File: config.mk
export PLATFORM = sky130hd
export DESIGN_NAME = riscv_lsu
export DESIGN_NICKNAME = d
export VERILOG_FILES = /design/src/rtl/riscv_lsu.sv
export SDC_FILE = /design/constraint.sdc
export NUM_CORES = 1
export LEC_CHECK = 0
export BUFFER_PORTS_ARGS = -buffer_cell sky130_fd_sc_hd__buf_2
export CAP_MARGIN = 20
export CORE_AREA = 10 10 106 127
export CTS_CLUSTER_SIZE = 16
export DETAILED_ROUTE_END_ITERATION = 8
export DIE_AREA = 0 0 116 137
export PLACE_DENSITY = 0.92
export RECOVER_POWER = 50
export SETUP_SLACK_MARGIN = 0.05
export SLEW_MARGIN = 10
export SYNTH_ARGS = -nofsm -noshare
export SYNTH_HDL_FRONTEND = slang
export SYNTH_SLANG_ARGS = --single-unit
File: constraint.sdc
create_clock -name clk -period 2.9 [get_ports clk]
set_input_delay 0.725 -clock clk [delete_from_list [all_inputs] [get_ports clk]]
set_output_delay 0.725 -clock clk [all_outputs]
set_load 0.01 [all_outputs]
File: src/rtl/riscv_lsu.sv
// Load/store unit: turns single-cycle core data accesses into handshaked, word-aligned
// bus transactions with byte enables, and stalls the core until each one completes.
module riscv_lsu #(
  parameter int unsigned TIMEOUT_CYCLES = 255
) (
  input  logic        clk,
  input  logic        reset,
  input  logic        core_req_i,
  input  logic        core_we_i,
  input  logic [2:0]  core_size_i,
  input  logic [31:0] core_addr_i,
  input  logic [31:0] core_wd_i,
  output logic [31:0] core_rd_o,
  output logic        core_stall_o,
  output logic        core_err_o,
  output logic        mem_req_o,
  output logic        mem_we_o,
  output logic [3:0]  mem_be_o,
  output logic [31:0] mem_addr_o,
  output logic [31:0] mem_wd_o,
  input  logic        mem_gnt_i,
  input  logic        mem_rvalid_i,
  input  logic [31:0] mem_rdata_i
);

  localparam int unsigned CNT_W = 8;
  localparam logic [CNT_W-1:0] CNT_LAST = CNT_W'(TIMEOUT_CYCLES - 1);

  localparam logic [1:0] S_IDLE = 2'd0;
  localparam logic [1:0] S_REQ  = 2'd1;
  localparam logic [1:0] S_RESP = 2'd2;
  localparam logic [1:0] S_DONE = 2'd3;

  logic [1:0]       state_q, state_d;
  logic [CNT_W-1:0] cnt_q, cnt_d;
  logic [31:0]      addr_q, addr_d;
  logic [2:0]       size_q, size_d;
  logic             we_q, we_d;
  logic [31:0]      wd_q, wd_d;
  logic [3:0]       be_q, be_d;
  logic [31:0]      rd_q, rd_d;
  logic             terr_q, terr_d;

  logic        legal;
  logic [3:0]  be_req;
  logic [31:0] wd_req;
  logic [31:0] lane;
  logic [31:0] ld_ext;
  logic        timeout;

  // Size/alignment legality of the incoming core access
  always_comb begin
    legal = 1'b0;
    case (core_size_i)
      3'd0:    legal = 1'b1;
      3'd1:    legal = ~core_addr_i[0];
      3'd2:    legal = (core_addr_i[1:0] == 2'b00);
      3'd4:    legal = ~core_we_i;
      3'd5:    legal = ~core_we_i & ~core_addr_i[0];
      default: legal = 1'b0;
    endcase
  end

  // Byte enables and lane-replicated store data; BU/HU share B/H encodings in size[1:0]
  always_comb begin
    be_req = 4'b1111;
    wd_req = core_wd_i;
    case (core_size_i[1:0])
      2'd0: begin
        be_req = 4'b0001 << core_addr_i[1:0];
        wd_req = {4{core_wd_i[7:0]}};
      end
      2'd1: begin
        be_req = 4'b0011 << core_addr_i[1:0];
        wd_req = {2{core_wd_i[15:0]}};
      end
      default: begin
        be_req = 4'b1111;
        wd_req = core_wd_i;
      end
    endcase
  end

  // Lane extraction and sign/zero extension of the returned word
  always_comb begin
    lane = mem_rdata_i >> {addr_q[1:0], 3'b000};
    case (size_q)
      3'd0:    ld_ext = {{24{lane[7]}}, lane[7:0]};
      3'd1:    ld_ext = {{16{lane[15]}}, lane[15:0]};
      3'd4:    ld_ext = {24'd0, lane[7:0]};
      3'd5:    ld_ext = {16'd0, lane[15:0]};
      default: ld_ext = lane;
    endcase
  end

  assign timeout = (cnt_q == CNT_LAST);

  // Next-state logic; a response arriving on the last allowed cycle still completes normally
  always_comb begin
    state_d = state_q;
    cnt_d   = cnt_q;
    addr_d  = addr_q;
    size_d  = size_q;
    we_d    = we_q;
    wd_d    = wd_q;
    be_d    = be_q;
    rd_d    = rd_q;
    terr_d  = terr_q;
    case (state_q)
      S_IDLE: begin
        cnt_d = '0;
        if (core_req_i && legal) begin
          addr_d  = core_addr_i;
          size_d  = core_size_i;
          we_d    = core_we_i;
          wd_d    = wd_req;
          be_d    = be_req;
          terr_d  = 1'b0;
          state_d = S_REQ;
        end
      end
      S_REQ: begin
        cnt_d = cnt_q + CNT_W'(1);
        if (timeout) begin
          rd_d    = '0;
          terr_d  = 1'b1;
          state_d = S_DONE;
        end else if (mem_gnt_i) begin
          state_d = S_RESP;
        end
      end
      S_RESP: begin
        cnt_d = cnt_q + CNT_W'(1);
        if (mem_rvalid_i) begin
          rd_d    = ld_ext;
          terr_d  = 1'b0;
          state_d = S_DONE;
        end else if (timeout) begin
          rd_d    = '0;
          terr_d  = 1'b1;
          state_d = S_DONE;
        end
      end
      default: begin
        terr_d  = 1'b0;
        state_d = S_IDLE;
      end
    endcase
  end

  always_ff @(posedge clk) begin
    if (reset) begin
      state_q <= S_IDLE;
      cnt_q   <= '0;
      addr_q  <= '0;
      size_q  <= '0;
      we_q    <= 1'b0;
      wd_q    <= '0;
      be_q    <= '0;
      rd_q    <= '0;
      terr_q  <= 1'b0;
    end else begin
      state_q <= state_d;
      cnt_q   <= cnt_d;
      addr_q  <= addr_d;
      size_q  <= size_d;
      we_q    <= we_d;
      wd_q    <= wd_d;
      be_q    <= be_d;
      rd_q    <= rd_d;
      terr_q  <= terr_d;
    end
  end

  // Stall/err must react in the request cycle itself, so they are decoded from state and inputs
  assign core_stall_o = ~reset & ((state_q == S_IDLE & core_req_i & legal) |
                                  (state_q == S_REQ) | (state_q == S_RESP));
  assign core_err_o   = ~reset & ((state_q == S_IDLE & core_req_i & ~legal) |
                                  (state_q == S_DONE & terr_q));
  assign core_rd_o    = rd_q;
  assign mem_req_o    = ~reset & (state_q == S_REQ);
  assign mem_we_o     = we_q;
  assign mem_be_o     = be_q;
  assign mem_addr_o   = {addr_q[31:2], 2'b00};
  assign mem_wd_o     = wd_q;

endmodule

### Yosys cells after proc, flatten, opt, wreduce, memory -nomap -nowiden

Index checks and enable logic that the tools add are counted.

| operators by class | value |
|---|---|
| reduce and logical (&&, ||, !) cells | 11 |
| muxes and demuxes | 18 |
| shift-type cells | 3 |
| add/sub/neg operators | 1 |
| eq/ne operators | 15 |
| bitwise logic cells | 15 |

Operators by type and width:

| kind | number |
|---|---|
| $pmux 32 s2 | 2 |
| $pmux 32 s4 | 1 |
| $mux 32 | 2 |
| $shr 32x5->32 | 1 |
| $pmux 8 s2 | 1 |
| $eq 3x3->1 const B | 4 |
| $mux 2 | 5 |
| $add 8x1->8 const B | 1 |
| $and 1x1->1 | 8 |
| $eq 8x8->1 const B | 1 |
| $pmux 4 s2 | 1 |
| $eq 3x1->1 const B | 2 |
| $logic_not 2->1 | 3 |
| $logic_not 3->1 | 2 |
| $ne 3x3->1 const B | 2 |
| $pmux 2 s3 | 1 |
| $pmux 1 s5 | 1 |
| $eq 2x1->1 const B | 2 |
| $eq 2x2->1 const B | 2 |
| $not 1->1 | 4 |
| $reduce_bool 2->1 | 2 |
| $shl 1x2->4 const A | 1 |
| $shl 2x2->4 const A | 1 |
| $eq 3x2->1 const B | 1 |
| other kinds (8) | 12 |

| word-level totals | value |
|---|---|
| register bits | 115 |
| output and inout bits | 104 |

### Longest topological paths before layout

Gate-level depths: netlist (run 1).

| depth | value |
|---|---|
| depth after elaboration | 7 |
| gate-level depth with buffers | 8 |

### Least setup slack after synthesis (run 1)

OpenSTA, ideal clock, no wires.

| timing path | value |
|---|---|
| kind | input -> output |
| from | input core_size_i[1] |
| to | output core_stall_o |
| buffers on the path | 2 |
| stages | 5 |
| data arrival time | 1.838 ns |
| setup slack | 0.337 ns |
| cells stage by stage | buf_2 a221oi_1 o211ai_1 clkbuf_1 a21oi_1 |

| on the way | value |
|---|---|
| longest elaborated chain between the ends | 6 |

RTL lines:

| element | RTL line | source |
|---|---|---|
| start, declared | 10 | `input logic [2:0] core_size_i,` |
| $eq 3x3->1 (tied with other cells) | 54 | `case (core_size_i)` |
| $pmux 1 s5 (*) | 54 |  |
| $and 1x1->1 (*) | 176 | `assign core_stall_o = ~reset & ((state_q == S_IDLE & core_req_i & legal) \|` |
| $or 1x1->1 (*) | 176 |  |
| $or 1x1->1 (*) | 177 | `(state_q == S_REQ) \| (state_q == S_RESP));` |
| $and 1x1->1 (*) | 176 |  |
| end, declared | 14 | `output logic core_stall_o,` |

Every way passes the cells marked *; elsewhere a longest branch is shown, timed or not.

### Final worst setup path (run 1)

| timing path | value |
|---|---|
| from | input core_addr_i[0] |
| to | output core_err_o |

| on the way | value |
|---|---|
| longest elaborated chain between the ends | 7 |

RTL lines:

| element | RTL line | source |
|---|---|---|
| start, declared | 11 | `input logic [31:0] core_addr_i,` |
| $not 1->1 | 56, 59 |  |
| $and 1x1->1 | 59 | `3'd5: legal = ~core_we_i & ~core_addr_i[0];` |
| $pmux 1 s5 (*) | 54 |  |
| $not 1->1 (*) | 178 | `assign core_err_o = ~reset & ((state_q == S_IDLE & core_req_i & ~legal) \|` |
| $and 1x1->1 (*) | 178 |  |
| $or 1x1->1 (*) | 178 |  |
| $and 1x1->1 (*) | 178 |  |
| end, declared | 15 | `output logic core_err_o,` |

Marks and branches as above.

==> impl_metrics.env, run 1 <==
export IMPL_slew_violations=0
export IMPL_min_to="addr_q[16]"
export IMPL_slew_headroom=0.2600
export IMPL_hp_start="addr_q[16]"
export IMPL_worstPathMaxFanout=7
export IMPL_antenna_found_initial=0
export IMPL_worst_path_buf_inv=3
export IMPL_cp_end_kind="primary output"
export IMPL_rsz0062_at_grt="no"
export IMPL_layout_cells_non_filler=949
export IMPL_dp_hpwl_mm=12.79
export IMPL_hold_class="reg -> reg"
export IMPL_async_flop_share=0
export IMPL_critPathTopFamily="simple AND/OR/NAND/NOR gates"
export IMPL_grt_pass1_wl_mm=26.98
export IMPL_yosysUniqueCellTypes=47
export IMPL_final_seq_area_um2=2302
export IMPL_drive_gt1_frac=0.1922
export IMPL_fp_row_count=42
export IMPL_coreArea_um2=10930
export IMPL_area_growth_pct=24.20
export IMPL_grt_usage=0.2132
export IMPL_cts_max_level=4
export IMPL_synth_largest_area_cell="dfxtp_1"
export IMPL_multi_input_area_um2=2660
export IMPL_gp_congestion=0.8558
export IMPL_timing_rr_start="state_q[0]"
export IMPL_start_util=0.5015
export IMPL_status="finished clean"
export IMPL_crit_chain="buf_2, nor4_1, buf_4, nor2_1, a32oi_1, nor2_1, buf_2"
export IMPL_fin_crit_ps=2638
export IMPL_yosys_area_top_type_share=0.4200
export IMPL_grt_pass1_vias=5266
export IMPL_max_freq_ghz=0.3791
export IMPL_die_h_um=137
export IMPL_num_vias=5399
export IMPL_post_cts_setup_buffers=0
export IMPL_die_area_um2=15890
export IMPL_post_route_period_util=0.9096
export IMPL_worstMarginPinSlew_ps=1110
export IMPL_crit_path_start_kind="primary input"
export IMPL_yosysSeqAreaShare=0.4200
export IMPL_num_io_pins=209
export IMPL_yosys_warnings=0
export IMPL_critical_path_class="in -> out"
export IMPL_nets=916
export IMPL_yosys_top_cells_area="dfxtp_1 42%, nand2_1 8.8%, mux2i_1 6.4%"
export IMPL_fin_skew_ps=6.961
export IMPL_maxCapViolCount=0
export IMPL_postRouteAntennaNets=0
export IMPL_io_buffers=206
export IMPL_drt_pass1_iter_count=6
export IMPL_setup_tns_ps=0
export IMPL_ys_seq_elements=115
export IMPL_crit_required_ps=2170
export IMPL_post_cts_resized_instances=0
export IMPL_power_density_nw_per_um2=732.4
export IMPL_via_per_inst=5.689
export IMPL_cts_tree="built"
export IMPL_cts_hold_buf=0
export IMPL_syn_inst=649
export IMPL_clk_latency_ps=410
export IMPL_clockRootBuffer="clkbuf_16"
export IMPL_setup_viol=0
export IMPL_grt_overflow_total=0
export IMPL_p_leak_nw=2.614
export IMPL_holdPathStages=2
export IMPL_fill_cells=963
export IMPL_drc=0
export IMPL_r2r_slack_ps=430
export IMPL_dp_cells=918
export IMPL_path_clk_slew_ps=50
export IMPL_syn_avg_cell_area_um2=8.446
export IMPL_initialDrtViolationCount=436
export IMPL_max_clock_path_buffers=2
export IMPL_synth_edf_count=0
export IMPL_synth_flop_cell="dfxtp_1"
export IMPL_cts_buffers=17
export IMPL_grt_max_degree=66
export IMPL_r2r_cells=5
export IMPL_rr_endpoint="core_rd_o[23]"
export IMPL_syn_area_um2=5482
export IMPL_critPathSlowestCell="nor4_1"
export IMPL_die_x_um=116
export IMPL_worst_ep_arrival_time_ps=1910
export IMPL_antennaDiodeCount=0
export IMPL_wl_mm=17.73
export IMPL_fin_util=0.6228
export IMPL_clock_sinks=115
export IMPL_peakVddDrop_uv=393.0
export IMPL_hold_violations=0
export IMPL_max_stage_delay_ps=390
export IMPL_avgRoutedWirePerCell_um=18.68
where the power goes:
part	switching, W	total (W)	internal, W
sequential	0.0000827	0.00179	0.00171
clock	0.000744	0.00222	0.00148
combinational	0.000602	0.000970	0.000368
total	0.00143	0.00499	0.00356
flip-flops by register name, summed over array words and instances (netlist names), 2 cells and up:
name	cells
core_rd_o	32
size_q	3
cnt_q	8
mem_wd_o	32
mem_be_o	4
addr_q	32
state_q	2
per-layer routing:
metal,part of all wire,GRT usage,vias up
li1,-,-,2561
met1,0.35,0.2249,2507
met2,0.50,0.3583,287
met3,0.11,0.08629,44
met4,0.033,0.1093,0
met5,0,0,-
how the worst max path moves through the flow:
| stage | from | end | slack [ps] | depth (start not counted) |
|---|---|---|---|---|
| 2_1_floorplan | core_size_i[1] | core_stall_o | 340 | 5 |
| 3_3_place_gp | core_addr_i[0] | core_err_o | 230 | 7 |
| 3_5_place_dp | core_addr_i[0] | core_err_o | 230 | 7 |
| 4_1_cts | core_addr_i[0] | core_err_o | 240 | 7 |
| 5_1_grt | core_addr_i[0] | core_err_o | 140 | 7 |
| 6_report | core_addr_i[0] | core_err_o | 260 | 7 |
cells in the mapped netlist, types with 2 or more instances:
cell       number
a211o_1         7
a211oi_1       16
a21boi_0        2
a21oi_1        69
a311oi_1        9
a32oi_1         8
and2_1          2
and3_1          2
buf_1           3
buf_2          16
buf_4          35
buf_6           5
clkbuf_1       23
dfxtp_1       115
ha_1            6
inv_1           7
mux2i_1        35
nand2_1       128
nand2b_1        4
nand4b_1        2
nor2_1         48
nor2b_1        11
nor3_1         17
o211ai_1        9
o21ai_0        12
o2bb2ai_1      33
or3_1           3
xnor2_1         2
xor2_1          2
through the flow:
stage	hold slack (ps)	setup slack, ps	power [W]	cell area, µm²
global route	468.8	138.3	0.005211	6808
CTS	450.1	237.9	0.005037	6939
detailed placement	441.8	234.4	0.002811	6307
finish	450.8	262.1	0.004986	6808
global placement	438.1	230.9	0.002776	6307
floorplan	436.7	336.9	0.002504	5485
worst reg2reg max path, stage by stage (launching register included):
cell	delay (ps)
dfxtp_1	380
inv_1	80
ha_1	440
and3_1	500
nand2_1	600
o2bb2ai_1	380
cells in the final DEF (no fill, tap or decap), drive strengths merged, types with 2 or more instances in the layout:
cell type  Yosys  layout
nand2        128     128
buf           59     119
clkbuf        23     118
dfxtp        115     115
a21oi         69      69
nor2          48      48
mux2i         35      35
o2bb2ai       33      33
nor3          17      17
a211oi        17      17
o21ai         12      12
nor2b         11      11
o211ai         9       9
a311oi         9       9
inv            7       9
a32oi          8       8
a211o          7       7
ha             6       6
nand2b         4       4
bufinv         0       4
or3            3       3
clkinvlp       0       3
clkinv         0       3
and3           2       2
and2           2       2
nand4b         2       2
xor2           2       2
xnor2          2       2
a21boi         2       2
conb           1       2
nor3b          2       2
area by class of cell:
cell class / instances / share of cell area
clock buffers: 19 / 0.06653
clock inverters: 12 / 0.02628
flip-flops and latches: 115 / 0.3382
multi-input cells: 446 / 0.3907
inverters: 7 / 0.003860
repair buffers: 218 / 0.1502
well taps: 132 / 0.02426
cell families (layout without fill, tap and decap cells):
logic type,count (synthesis),after routing,share of synthesized area
and+or+nand+nor,224,224,0.1742
AOI/OAI and AO/OA,174,174,0.2216
DFF,115,115,0.4200
buffers and inverters,89,256,0.09541
muxes,36,36,0.06802
adders and majority gates,6,6,0.01370
xor gates and xnor gates,4,4,0.006392
other,1,2,0.0006841
Power figures use the tool's default switching activity.
==> run 2: changes to the inputs <==
Settings changed: CORE_AREA 10 10 106 127 to 10 10 115 117, DIE_AREA 0 0 116 137 to 0 0 125 127, PLACE_DENSITY 0.92 to 0.93.
==> run 2 against run 1 <==
Utilization decreased by 0.82 points. Fmax increased by 0.79%. Cell area increased by 0.44%. First-iteration DRC count decreased by 2.1%. Clock-buffer cell count decreased by 1. Flip-flop and latch count unchanged. Hold slack improved by 2.1 ps. Critical path depth decreased by 1. Cell count increased by 1.7%. Setup slack improved by 21 ps. Critical path type unchanged.
==> impl_metrics.env, run 2 (same netlist as run 1, synthesis figures left out) <==
export IMPL_status="finished clean"
export IMPL_die_area_um2=15880
export IMPL_via_per_inst=5.561
export IMPL_max_clock_path_buffers=2
export IMPL_internal_power_w=0.003525
export IMPL_io_buffers=206
export IMPL_critPathTopFamily="compound AO/OA/AOI/OAI gates"
export IMPL_worst_ep_arrival_time_ps=1890
export IMPL_grt_usage=0.2090
export IMPL_postRouteAntennaNets=0
export IMPL_final_common_cell="nand2_1"
export IMPL_worstSetupPathDepth=6
export IMPL_p_leak_nw=2.616
export IMPL_drc=0
export IMPL_max_freq_ghz=0.3821
export IMPL_max_stage_delay_ps=310
export IMPL_power_density_nw_per_um2=730.1
export IMPL_fin_crit_ps=2617
export IMPL_grt_pass1_vias=5266
export IMPL_worst_path_buf_inv=3
export IMPL_coreArea_um2=11130
export IMPL_nets=918
export IMPL_clkPwrFrac=0.447
export IMPL_initialDrtViolationCount=427
export IMPL_worstPathMaxFanout=7
export IMPL_setup_tns_ps=0
export IMPL_cp_end_kind="primary output"
export IMPL_rsz0062_at_grt="no"
export IMPL_cts_hold_buf=0
export IMPL_cts_buffers=17
export IMPL_holdWs_ps=452.9
export IMPL_clk_latency_ps=420
export IMPL_cts_tree="built"
export IMPL_fin_util=0.6146
export IMPL_fill_cells=1001
export IMPL_clock_sinks=115
export IMPL_wl_mm=17.53
export IMPL_clockRootBuffer="clkbuf_16"
export IMPL_crit_top_cell="clkbuf_1"
export IMPL_hold_violations=0
export IMPL_setup_viol=0
export IMPL_critical_path_class="in -> out"
export IMPL_layout_common_cells="128 x nand2_1, 115 x dfxtp_1, 106 x buf_2"
export IMPL_die_h_um=127
export IMPL_worstMarginPinSlew_ps=1029
export IMPL_r2r_cells=4
export IMPL_swShare=0.2939
export IMPL_crit_required_ps=2170
export IMPL_cts_max_level=4
export IMPL_drt_pass1_iter_count=5
export IMPL_slew_headroom=0.3140
export IMPL_grt_max_degree=68
export IMPL_area_growth_pct=24.74
export IMPL_post_cts_resized_instances=0
export IMPL_peakVddDrop_uv=504.3
export IMPL_drive_gt1_frac=0.1915
export IMPL_crit_chain="clkbuf_1, a221oi_1, clkbuf_1, o211ai_1, a21oi_1, buf_2"
export IMPL_crit_path_start_kind="primary input"
export IMPL_fin_skew_ps=7.263
export IMPL_slew_violations=0
export IMPL_path_clk_slew_ps=50
export IMPL_num_vias=5366
export IMPL_p_seq_frac=0.360
export IMPL_holdPathStages=2
export IMPL_start_util=0.4927
export IMPL_critPathSlowestCell="a221oi_1"
export IMPL_gp_congestion=0.8682
export IMPL_avgRoutedWirePerCell_um=18.16
export IMPL_r2r_slack_ps=720
export IMPL_num_io_pins=209
export IMPL_fp_row_count=39
export IMPL_dp_hpwl_mm=12.84
export IMPL_maxCapViolCount=0
export IMPL_antenna_found_initial=2
export IMPL_grt_overflow_total=0
export IMPL_post_cts_setup_buffers=0
export IMPL_switching_power_w=0.001467
export IMPL_pwr_share_comb=0.193
export IMPL_post_route_period_util=0.9025
export IMPL_power_w=0.004992
export IMPL_hold_class="reg -> reg"
export IMPL_die_x_um=125
export IMPL_grt_pass1_wl_mm=27.24
run 2: path summary, 6_finish.rpt:
check                                     from             to
worst min register to register      addr_q[13]     addr_q[13]
worst min-delay path                addr_q[13]     addr_q[13]
worst max-delay path            core_addr_i[0]   core_stall_o
worst max register to register       addr_q[0]  core_rd_o[16]
run 2: through the flow:
stage	cell area [µm²]	std cells	setup slack, ps
finish	6838	965	282.7
global route	6838	965	130.5
CTS	6969	963	316.1
detailed placement	6336	931	332.7
global placement	6336	931	346.9
floorplan	5485	650	336.9
run 2: worst reg2reg max path, cell delays in order, from the launching register on:
cell and delay (ps):
dfxtp_1 650, nand2b_1 180, a2111oi_4 890, nor3_1 180, o2bb2ai_1 200
run 2: cell type report:
class / count / area [µm²] / area share
multi-input combinational: 446 / 2660 / 0.3890
sequential: 115 / 2302 / 0.3367
timing repair buffer: 220 / 1032 / 0.1510
clock buffer: 18 / 429.2 / 0.06276
clock inverter: 14 / 203.9 / 0.02983
tap: 143 / 178.9 / 0.02617
inverter: 7 / 26.28 / 0.003843
antenna: 2 / 5.005 / 0.0007319
run 2: metal layers:
metal | GRT usage | vias up | routed length [µm]
met5 | 0 | - | 0
met4 | 0.1037 | 0 | 478
met3 | 0.08850 | 32 | 1876
met2 | 0.3403 | 290 | 8313
met1 | 0.2311 | 2474 | 6860
li1 | - | 2570 | -
run 2: power by group through the flow:
stage / clock, W / combinational (W) / sequential, W
CTS: 0.00225 / 0.000996 / 0.00179
global placement: 0 / 0.000970 / 0.00182
floorplan: 0 / 0.000664 / 0.00184
finish: 0.00223 / 0.000965 / 0.00180
global route: 0.00232 / 0.00106 / 0.00181
detailed placement: 0 / 0.000990 / 0.00182
==> run 3: changes to the inputs <==
Settings changed: RECOVER_POWER 50 to default.
==> run 3 against run 2 <==
Critical path depth stayed put. Sequential share of layout area shrank 0.66 points. Die area did not move. Utilization up 1.2 points. Flip-flop and latch count stayed put. Largest cell class unchanged. Highest routed layer unchanged.
==> impl_metrics.env, run 3 (same netlist as run 1, synthesis figures left out) <==
export IMPL_status="finished clean"
export IMPL_layout_cells_non_filler=965
export IMPL_p_seq_frac=0.357
export IMPL_hold_class="reg -> reg"
export IMPL_die_h_um=127
export IMPL_post_cts_setup_buffers=0
export IMPL_holdPathStages=2
export IMPL_num_vias=5370
export IMPL_internal_power_w=0.003555
export IMPL_peakVddDrop_uv=525.3
export IMPL_power_density_nw_per_um2=720.4
export IMPL_dp_cells=931
export IMPL_die_x_um=125
export IMPL_cp_end_kind="primary output"
export IMPL_worst_ep_arrival_time_ps=1810
export IMPL_initialDrtViolationCount=380
export IMPL_slew_violations=0
export IMPL_via_per_inst=5.565
export IMPL_post_cts_resized_instances=0
export IMPL_avgRoutedWirePerCell_um=18.19
export IMPL_setup_tns_ps=0
export IMPL_p_leak_nw=3.039
export IMPL_setup_viol=0
export IMPL_layout_common_cells="206 x buf_2, 128 x nand2_1, 115 x dfxtp_1"
export IMPL_crit_top_cell="buf_2"
export IMPL_post_route_period_util=0.8742
export IMPL_r2r_cells=4
export IMPL_path_clk_slew_ps=50
export IMPL_antenna_found_initial=2
export IMPL_fin_skew_ps=7.879
export IMPL_rsz0062_at_grt="no"
export IMPL_grt_usage=0.2090
export IMPL_fin_crit_ps=2535
export IMPL_fp_row_count=39
export IMPL_postRouteAntennaNets=0
export IMPL_cts_hold_buf=0
export IMPL_final_common_cell="buf_2"
export IMPL_max_clock_path_buffers=2
export IMPL_slew_headroom=0.3087
export IMPL_power_w=0.005024
export IMPL_holdWs_ps=451.0
export IMPL_final_area_um2=6974
export IMPL_max_stage_delay_ps=300
export IMPL_critPathTopFamily="compound AO/OA/AOI/OAI gates"
export IMPL_wl_mm=17.55
export IMPL_drc=0
export IMPL_clk_latency_ps=420
export IMPL_worstSetupPathDepth=6
export IMPL_io_buffers=206
export IMPL_switching_power_w=0.001469
export IMPL_pwr_share_comb=0.198
export IMPL_placed_area_um2=6336
export IMPL_crit_required_ps=2170
export IMPL_grt_pass1_wl_mm=27.24
export IMPL_cts_tree="built"
export IMPL_clkPwrFrac=0.445
export IMPL_dp_hpwl_mm=12.84
export IMPL_num_io_pins=209
export IMPL_start_util=0.4927
export IMPL_worstMarginPinSlew_ps=1037
export IMPL_grt_pass1_vias=5266
export IMPL_gp_congestion=0.8682
export IMPL_swShare=0.2924
export IMPL_worstPathMaxFanout=7
export IMPL_crit_chain="buf_2, a221oi_1, buf_4, o211ai_1, a21oi_1, buf_2"
export IMPL_critPathSlowestCell="a221oi_1"
export IMPL_clockRootBuffer="clkbuf_16"
export IMPL_cts_buffers=17
export IMPL_drt_pass1_iter_count=5
export IMPL_crit_path_start_kind="primary input"
export IMPL_drive_gt1_frac=0.3159
export IMPL_grt_max_degree=68
export IMPL_maxCapViolCount=0
export IMPL_nets=918
export IMPL_max_freq_ghz=0.3944
export IMPL_grt_overflow_total=0
export IMPL_clock_sinks=115
export IMPL_die_area_um2=15880
export IMPL_cts_max_level=4
export IMPL_worst_path_buf_inv=3
export IMPL_critical_path_class="in -> out"
export IMPL_area_growth_pct=27.23
export IMPL_hold_violations=0
export IMPL_coreArea_um2=11130
==> run 3: worst reg2reg max path: stages, from the launching register on <==
cell       delay [ps]
dfxtp_1           660
nand2b_1          180
a2111oi_4         900
nor3_1            160
o2bb2ai_1         200
==> run 3: path summary, 6_finish.rpt <==
kind	startpoint	endpoint	slack [ps]
max	core_addr_i[0]	core_stall_o	360
min	addr_q[13]	addr_q[13]	450
max reg2reg	addr_q[0]	core_rd_o[16]	720
min reg2reg	addr_q[13]	addr_q[13]	450
==> run 3: metal layers <==
metal | wire length (µm) | global-route usage
met5 | 0 | 0
met4 | 561 | 0.1037
met3 | 1917 | 0.08850
met2 | 8260 | 0.3403
met1 | 6811 | 0.2311
==> run 3: area by class of cell <==
class	instances	area (µm²)
inverters	7	26.28
fillers	937	4151
diodes	2	5.005
repair buffers	220	1161
flip-flops and latches	115	2302
clock buffers	18	429.2
multi-input cells	446	2668
clock inverters	14	203.9
well taps	143	178.9
==> run 3: power groups by stage <==
stage	clock network, W	registers [W]	logic (W)
detailed placement	0	0.00182	0.000990
finish	0.00223	0.00180	0.000996
global placement	0	0.00182	0.000970
floorplan	0	0.00184	0.000664
global route	0.00232	0.00181	0.00109
CTS	0.00225	0.00179	0.000996
==> run 3: per-stage QoR <==
step,setup WS [ps],util
floorplan,336.9,-
global placement,346.9,0.5695
detailed placement,332.7,0.5695
CTS,316.1,0.6264
global route,255.7,0.6269
finish,364.7,0.6269
